### config.mk
export PLATFORM = sky130hd
export DESIGN_NAME = pc_fetch_predictor
export DESIGN_NICKNAME = d
export VERILOG_FILES = /design/src/rtl/pc_fetch_predictor.sv
export SDC_FILE = /design/constraint.sdc
export NUM_CORES = 1
export LEC_CHECK = 0
export ABC_CLOCK_PERIOD_IN_PS = 4000
export BUFFER_PORTS_ARGS = -buffer_cell sky130_fd_sc_hd__buf_4
export CORE_AREA = 2 2 258 260
export CTS_CLUSTER_DIAMETER = 200
export DETAILED_ROUTE_END_ITERATION = 10
export DIE_AREA = 0 0 260 262
export GPL_TIMING_DRIVEN = 0
export PLACE_DENSITY = 0.77
export SYNTH_ARGS = -nofsm -noshare
export SYNTH_HDL_FRONTEND = slang
export SYNTH_SLANG_ARGS = --single-unit
### constraint.sdc
create_clock -name clk -period 4 [get_ports clk]
set_clock_uncertainty 0.05 [all_clocks]
set_input_delay 0.8 -clock clk [delete_from_list [all_inputs] [get_ports clk]]
set_output_delay 0.8 -clock clk [all_outputs]
set_load 0.01 [all_outputs]
### src/rtl/pc_fetch_predictor.sv
// Fetch-stage PC register with a direct-mapped 2-bit BHT and untagged target buffer.
// Redirects on a resolved mispredict from EX and keeps jump/branch/mispredict statistics.
module pc_fetch_predictor #(
  parameter int ADDR_W   = 10,
  parameter int IDX_W    = 6,
  parameter int INC      = 1,
  parameter int RESET_PC = 0
) (
  input  logic              clk,
  input  logic              rst_n,
  input  logic              stall,
  input  logic              ex_valid,
  input  logic [ADDR_W-1:0] ex_pc,
  input  logic              ex_jumped,
  input  logic              ex_is_branch,
  input  logic              ex_branched,
  input  logic [ADDR_W-1:0] ex_pc_new,
  input  logic              ex_pred_taken,
  input  logic [ADDR_W-1:0] ex_pred_target,
  output logic [ADDR_W-1:0] if_pc,
  output logic              if_pred_taken,
  output logic [ADDR_W-1:0] if_pred_target,
  output logic              flush,
  output logic [31:0]       jump_cnt,
  output logic [31:0]       branch_cnt,
  output logic [31:0]       mispred_cnt
);

  localparam int                L_ENTRIES  = 1 << IDX_W;
  localparam logic [ADDR_W-1:0] L_INC      = ADDR_W'(INC);
  localparam logic [ADDR_W-1:0] L_RESET_PC = ADDR_W'(RESET_PC);

  logic [ADDR_W-1:0]    r_pc;
  logic [1:0]           r_bht       [L_ENTRIES];
  logic [L_ENTRIES-1:0] r_btb_valid;
  logic [ADDR_W-1:0]    r_btb_tgt   [L_ENTRIES];
  logic [31:0]          r_jump_cnt;
  logic [31:0]          r_branch_cnt;
  logic [31:0]          r_mispred_cnt;

  logic [IDX_W-1:0]  w_idx;
  logic [IDX_W-1:0]  w_idx_e;
  logic              w_pred_taken;
  logic [ADDR_W-1:0] w_pred_target;
  logic [ADDR_W-1:0] w_correct_next;
  logic              w_resolves;
  logic              w_mispredict;
  logic              w_br_update;
  logic [ADDR_W-1:0] w_next_pc;
  logic              w_unused;

  // The carried prediction bit is informational only; the target compare alone decides a redirect.
  assign w_unused = ex_pred_taken;

  assign w_idx   = r_pc[IDX_W-1:0];
  assign w_idx_e = ex_pc[IDX_W-1:0];

  always_comb begin
    // NOTE: every combinational output gets a default first so no path can infer a latch.
    w_pred_taken  = r_bht[w_idx][1] & r_btb_valid[w_idx];
    w_pred_target = r_pc + L_INC;
    if (w_pred_taken) begin
      w_pred_target = r_btb_tgt[w_idx];
    end
  end

  always_comb begin
    w_correct_next = ex_pc + L_INC;
    if (ex_jumped || ex_branched) begin
      w_correct_next = ex_pc_new;
    end
    w_resolves   = ex_valid & (ex_jumped | ex_is_branch);
    w_mispredict = w_resolves & (w_correct_next != ex_pred_target);
    w_br_update  = ex_valid & ex_is_branch & ~ex_jumped;

    w_next_pc = w_pred_target;
    if (w_mispredict) begin
      w_next_pc = w_correct_next;
    end else if (stall) begin
      w_next_pc = r_pc;
    end
  end

  // NOTE: sequential state uses non-blocking assignments so all registers sample pre-edge values.
  always_ff @(posedge clk or negedge rst_n) begin
    if (!rst_n) begin
      r_pc <= L_RESET_PC;
    end else begin
      r_pc <= w_next_pc;
    end
  end

  // NOTE: only counters and valid bits are reset; the target array stays unreset because valid gates it.
  always_ff @(posedge clk or negedge rst_n) begin
    if (!rst_n) begin
      for (int i = 0; i < L_ENTRIES; i++) begin
        r_bht[i] <= 2'b01;
      end
      r_btb_valid <= '0;
    end else if (w_br_update) begin
      if (ex_branched) begin
        if (r_bht[w_idx_e] != 2'b11) begin
          r_bht[w_idx_e] <= r_bht[w_idx_e] + 2'd1;
        end
        r_btb_valid[w_idx_e] <= 1'b1;
      end else if (r_bht[w_idx_e] != 2'b00) begin
        r_bht[w_idx_e] <= r_bht[w_idx_e] - 2'd1;
      end
    end
  end

  always_ff @(posedge clk) begin
    if (w_br_update && ex_branched) begin
      r_btb_tgt[w_idx_e] <= ex_pc_new;
    end
  end

  always_ff @(posedge clk or negedge rst_n) begin
    if (!rst_n) begin
      r_jump_cnt    <= '0;
      r_branch_cnt  <= '0;
      r_mispred_cnt <= '0;
    end else begin
      if (ex_valid && ex_jumped) begin
        r_jump_cnt <= r_jump_cnt + 32'd1;
      end
      if (w_br_update) begin
        r_branch_cnt <= r_branch_cnt + 32'd1;
      end
      if (w_mispredict) begin
        r_mispred_cnt <= r_mispred_cnt + 32'd1;
      end
    end
  end

  assign if_pc          = r_pc;
  assign if_pred_taken  = w_pred_taken;
  assign if_pred_target = w_pred_target;
  // Held low while reset is asserted even if EX inputs still claim a mispredict.
  assign flush          = w_mispredict & rst_n;
  assign jump_cnt       = r_jump_cnt;
  assign branch_cnt     = r_branch_cnt;
  assign mispred_cnt    = r_mispred_cnt;

endmodule

==> results_dict.tcl, run 1 <==
set metrics [dict create \
    synthesis.area_um2 38900 \
    wire_per_inst_um 32.5 \
    grt.overflow.total 0 \
    violations "capacitance limit, slew limit, setup timing" \
    clkPwrFrac 0.311 \
    root_buffer "clkbuf_16" \
    p_seq_frac 0.384 \
    fp.dieW_um 260 \
    place_area_um2 41300 \
    status "finished, violations left" \
    n_antenna_cell 0 \
    tns_ps -5300 \
    ioPinCount 156 \
    setup_violations 22 \
    clk_latency_ps 680 \
    firstDrtPassIters 7 \
    period_share 1.13 \
    cts_sinks 938 \
    finalWorstSetupSlack_ps -530 \
    max_freq_mhz 221 \
    finalMaxSlewViolations 36 \
    syn_to_final_growth_pct 18.6 \
    timing.hold.ws_ps 78.8 \
    htreeDepth 3 \
    worstSetupEndpointType "primary output" \
    start_util 0.596 \
    p_comb_frac 0.306 \
    fp-row-count 94 \
    die_h_um 262 \
    grt_use_total 0.346 \
    globalplace.congestion 0.962 \
    numPortBuffers 150 \
    hold_viol_final 0 \
    synth.top_cell.area_share 0.494 \
    n_fill_cell 3966 \
    drt_first_iter_violations 3827 \
    grt_max_degree 122 \
    min_path_type "primary input to async pin" \
    vias 25200 \
    synth_cell_types 71 \
    yosys_warnings 0 \
    drt_wl_total_mm 119 \
    place_ws_ps -1830 \
    synth-edff-count 640 \
    place_hpwl_mm 75.5 \
    core_um2 65300 \
    cts_made_buffers 95 \
    relSlewSlack -0.00880 \
    syn_inst 2428 \
    grt_pass1_wl_mm 167 \
    synthArstFlopShare 0.318 \
    yosys-top-cells-area "edfxtp_1 49%, dfrtp_1 15%, mux4_2 10%" \
    p_leak_nw 16.9 \
    syn_nets 2473 \
    routed_via_density 6.86 \
    p_switching_w 0.00898 \
    timing.max_cap.violations 4 \
    ys_seq_area_frac 0.687 \
    cell_internal_pwr_w 0.0197 \
    grt_pass1_vias 24600 \
    worstPathRequired_ps 3150 \
    clk_path_buf_depth 3 \
    synth_seq_cells 938 \
    path_max_fanout 5 \
    grt_antenna_before_repair 3 \
    swShare 0.313 \
    synth_ff_type "edfxtp_1" \
    tightest_slew_ps 1510 \
    layout-drive-gt1-share 0.340 \
    ir_drop_uv 453 \
    num-nets-final 2770 \
    antenna_left 0 \
    yosys.area.top_type "edfxtp_1" \
    power_density_nw_per_um2 622 \
    syn_avg_cell_area_um2 16.0 \
    finalInstanceArea_um2 46100 \
    min_period_ps 4530 \
    start_kind "flip-flop" \
    path_clk_slew_ps 60 \
    drc_errors 0 \
    rsz0062_at_grt "yes" \
    die-area_um2 68100 \
    critPathKind "flip-flop to primary output" \
    cts_tree "done" \
    worstPathArrival_ps 3680 \
]
==> registers in the layout (all words and copies together), names as in the netlist, named ones only <==
name         cells
r_btb_tgt      640
r_btb_valid     64
branch_cnt      32
r_bht           64
jump_cnt        32
if_pc           10
mispred_cnt     32
==> power groups by stage <==
stage,Sequential (W),Combinational [W],Clock (W)
finish,0.0110,0.00878,0.00893
detailed placement,0.0111,0.00669,0
CTS,0.0110,0.00781,0.00892
floorplan,0.0111,0.00385,0
global placement,0.0111,0.00655,0
global route,0.0110,0.00890,0.00929
==> path summary, 6_finish.rpt <==
| kind | slack [ps] | startpoint | end | cells past startpoint |
|---|---|---|---|---|
| min in group clk | 420 | r_btb_valid[46] | r_btb_valid[46] | 1 |
| max in group asynchronous | 2730 | rst_n | r_btb_valid[32] | 2 |
| max | -530 | if_pc[0] | if_pred_target[5] | 12 |
| max reg2reg | 490 | flip-flop | flip-flop | 14 |
| min | 80 | rst_n | mispred_cnt[16] | 1 |
| min reg2reg | 420 | r_btb_valid[46] | r_btb_valid[46] | 1 |
==> per-layer routing <==
| metal | global-route usage | share of wire |
|---|---|---|
| met4 | 0.156 | 0.054 |
| met3 | 0.0968 | 0.12 |
| met2 | 0.538 | 0.47 |
| met5 | 0 | 0.00012 |
| met1 | 0.462 | 0.36 |
==> kinds of logic (layout without fill, tap and decap cells) <==
family	Yosys count	after routing	synth area share
buf+inv	146	524	0.0185
compound gates	264	264	0.0461
simple gates	663	663	0.0831
xor+xnor	110	110	0.0248
fa+ha+maj	7	7	0.00225
flops	938	938	0.687
mux	300	300	0.138
==> cells in the mapped netlist, types with 7 or more instances <==
library cell,n
o21ai_0,84
a22oi_1,33
o22ai_1,41
nor4_1,23
a21oi_1,7
ha_1,7
xor2_1,54
buf_4,17
buf_6,8
and4_1,7
a22o_1,9
and2_1,10
or3_1,12
buf_2,39
inv_1,17
mux4_2,180
nor2_1,132
mux2_2,88
dfstp_2,64
nor2b_1,16
a211oi_1,11
or2_2,70
clkbuf_1,58
and3_1,27
xnor2_1,56
and3b_1,10
nand2_1,234
dfrtp_1,234
edfxtp_1,640
a31oi_1,13
a311oi_1,7
a221oi_1,8
nor3_1,22
nand4_1,24
nand2b_1,9
mux2i_1,31
o211ai_1,9
nand3_1,47
==> what timing repair did <==
item | CTS | global route
resized for setup | 227 | 90
pin swaps | 16 | 26
gates cloned | 1 | 0
endpoints found under the setup margin | 610 | 212
hold buffers | 0 | 0
buffers inserted | 26 | 19
==> through the flow <==
| stage | util | instances | total power [W] |
|---|---|---|---|
| floorplan | - | 2428 | 0.0150 |
| global placement | 0.630 | 3442 | 0.0177 |
| detailed placement | 0.633 | 3450 | 0.0178 |
| CTS | 0.697 | 3647 | 0.0277 |
| global route | 0.707 | 3670 | 0.0292 |
| finish | 0.707 | 3670 | 0.0287 |
==> area by class of cell <==
cell class	instances	area, um2	area share
flip-flops and latches	938	26800	0.580
clock buffers	129	2650	0.0574
inverters	18	71.3	0.00155
multi-input cells	1344	12100	0.263
clock inverters	49	488	0.0106
repair buffers	210	1890	0.0410
plain buffers	118	1080	0.0233
well taps	864	1080	0.0234
==> worst max-delay path: stages (launching register included) <==
cell        delay (ps)
dfrtp_2            400
buf_8              160
buf_4              130
clkinvlp_4         170
a311oi_1           570
nor4bb_4           110
nor4_4             390
o211ai_1           220
buf_6              200
buf_6              130
mux2i_4            180
a21oi_4            210
buf_6              130
==> placed cells by master (no fill, tap or decap), drive strengths merged, types with 24 or more instances in the layout <==
| master | count |
|---|---|
| edfxtp | 640 |
| clkbuf | 174 |
| mux4 | 180 |
| nand2 | 234 |
| o22ai | 41 |
| nor2 | 132 |
| nand3 | 48 |
| xor2 | 54 |
| nor4 | 24 |
| a22oi | 33 |
| buf | 283 |
| clkinv | 31 |
| xnor2 | 56 |
| mux2 | 89 |
| mux2i | 31 |
| and3 | 27 |
| dfrtp | 234 |
| nand4 | 24 |
| dfstp | 64 |
| or2 | 71 |
| o21ai | 85 |
Power figures use the tool's default switching activity.
==> inputs of run 2 (changes only) <==
--- a/config.mk
+++ b/config.mk
@@ -13,6 +13,7 @@
 export DIE_AREA = 0 0 260 262
 export GPL_TIMING_DRIVEN = 0
 export PLACE_DENSITY = 0.77
+export RECOVER_POWER = 25
 export SYNTH_ARGS = -nofsm -noshare
 export SYNTH_HDL_FRONTEND = slang
 export SYNTH_SLANG_ARGS = --single-unit
==> run 2 against run 1 <==
  * The flow still finishes with violations (capacitance limit, slew limit, setup timing)
  * Die area stayed put
  * Via count decreased by 0.82%
  * Critical path depth unchanged
  * Maximum frequency fell by 0.17%
  * First-iteration DRC count increased by 1.1%
  * Routed wire length fell by 0.11%
  * Critical endpoint unchanged
==> results_dict.tcl, run 2 (same netlist as run 1, synthesis figures left out) <==
set metrics [dict create \
    status "finished, violations left" \
    violations "capacitance limit, slew limit, setup timing" \
    firstDrtPassIters 8 \
    tightest_slew_ps 2370 \
    layout-drive-gt1-share 0.340 \
    grt_max_degree 122 \
    hold_viol_final 0 \
    largest_register "r_btb_tgt" \
    drc_errors 0 \
    clk_path_buf_depth 3 \
    path_clk_slew_ps 60 \
    cts_hold_buf 0 \
    relSlewSlack -0.581 \
    place_hpwl_mm 75.5 \
    drt_first_iter_violations 3869 \
    core_um2 65300 \
    finalMaxSlewViolations 98 \
    p_leak_nw 16.9 \
    drt_wl_total_mm 119 \
    p_comb_frac 0.306 \
    cts_tree "done" \
    p_switching_w 0.00897 \
    fp-row-count 94 \
    layout_common_cells "640 x edfxtp_1, 231 x nand2_1, 230 x dfrtp_1, 180 x mux4_2, 177 x buf_4" \
    min_period_ps 4540 \
    dp_cells 3450 \
    cts_sinks 938 \
    setup_violations 21 \
    tns_ps -5090 \
    vias 25000 \
    worstSetupEndpointType "primary output" \
    p_total_w 0.0287 \
    fp.dieW_um 260 \
    critPathKind "flip-flop to primary output" \
    root_buffer "clkbuf_16" \
    routed_via_density 6.80 \
    grt_pass1_vias 24600 \
    timing.hold.ws_ps 413 \
    start_util 0.596 \
    clk_latency_ps 680 \
    antenna_left 0 \
    fin_cells 3672 \
    ir_drop_uv 453 \
    wire_per_inst_um 32.4 \
    min_path_type "flip-flop to flip-flop" \
    cts_made_buffers 95 \
    rsz0062_at_grt "yes" \
    worstPathArrival_ps 3690 \
    grt_pass1_wl_mm 167 \
    top_regs "r_btb_tgt x640, r_bht x64, r_btb_valid x64" \
    numPortBuffers 150 \
    p_seq_frac 0.384 \
    final_common_cell "edfxtp_1" \
    period_share 1.13 \
    power_density_nw_per_um2 622 \
    grt_antenna_before_repair 3 \
    largest_reg_flops 640 \
    die_h_um 262 \
    num-nets-final 2770 \
    start_kind "flip-flop" \
    worstPathRequired_ps 3150 \
    ioPinCount 156 \
    max_freq_mhz 220 \
    clkPwrFrac 0.311 \
    timing.max_cap.violations 3 \
    htreeDepth 3 \
    path_max_fanout 5 \
    swShare 0.312 \
    grt.overflow.total 0 \
    n_fill_cell 3967 \
    grt_use_total 0.346 \
    syn_to_final_growth_pct 18.5 \
    finalWorstSetupSlack_ps -538 \
    die-area_um2 68100 \
    globalplace.congestion 0.962 \
    cell_internal_pwr_w 0.0197 \
]
## run 2: final cells by class
cell class,count,area (um2),share of cell area
Sequential cell,938,26800,0.580
Multi-Input combinational cell,1344,12100,0.263
Clock buffer,129,2650,0.0574
Timing Repair Buffer,210,1880,0.0408
Tap cell,864,1080,0.0234
Buffer,118,1080,0.0233
Clock inverter,49,488,0.0106
Inverter,18,71.3,0.00155
Antenna cell,2,5.00,0.000108
## run 2: routing by layer
metal | GRT usage | vias to the layer above | wire length, um
met5 | 0 | - | 53
met4 | 0.156 | 4 | 6260
met3 | 0.0968 | 411 | 14100
met2 | 0.538 | 1897 | 55800
met1 | 0.462 | 12700 | 42900
li1 | - | 9986 | -
## run 2: power by group through the flow
stage / Combinational (W) / Clock, W / Sequential, W
floorplan: 0.00385 / 0 / 0.0111
global placement: 0.00655 / 0 / 0.0111
detailed placement: 0.00669 / 0 / 0.0111
CTS: 0.00781 / 0.00892 / 0.0110
global route: 0.00890 / 0.00929 / 0.0110
finish: 0.00877 / 0.00892 / 0.0110
## run 2: critical path, stage by stage (launching register included)
cell and delay (ps):
dfrtp_2 400, buf_8 160, buf_4 130, clkinvlp_4 170
a311oi_1 550, nor4bb_4 110, nor4_4 400, o211ai_1 230
buf_6 200, buf_6 130, mux2i_4 180, a21oi_4 220
buf_6 140
## run 2: final timing paths
check                                startpoint                 to  slack (ps)  cells after the start
worst max-delay path                   if_pc[0]  if_pred_target[5]        -540                     12
worst min-delay path            r_btb_valid[18]    r_btb_valid[18]         410                      1
worst max register to register        flip-flop          flip-flop         470                     14
worst min register to register  r_btb_valid[18]    r_btb_valid[18]         410                      1
max in group asynchronous                 rst_n           if_pc[0]        1570                      2
min in group asynchronous                 rst_n    mispred_cnt[16]         770                      1
## run 2: repair_timing
item | CTS | global route
resized for setup | 227 | 90
cloned | 1 | 0
setup endpoints to repair | 610 | 212
endpoints found under the hold margin | 0 | 0
pin swaps | 16 | 26
buffers inserted | 26 | 19
## run 2: per-stage QoR
step                utilization  instance area (um2)  worst slack, ps
finish                    0.707                46100             -538
CTS                       0.697                45500             -417
global placement          0.630                41100            -1580
detailed placement        0.633                41300            -1830
global route              0.707                46100             -541
floorplan                     -                38900             52.4
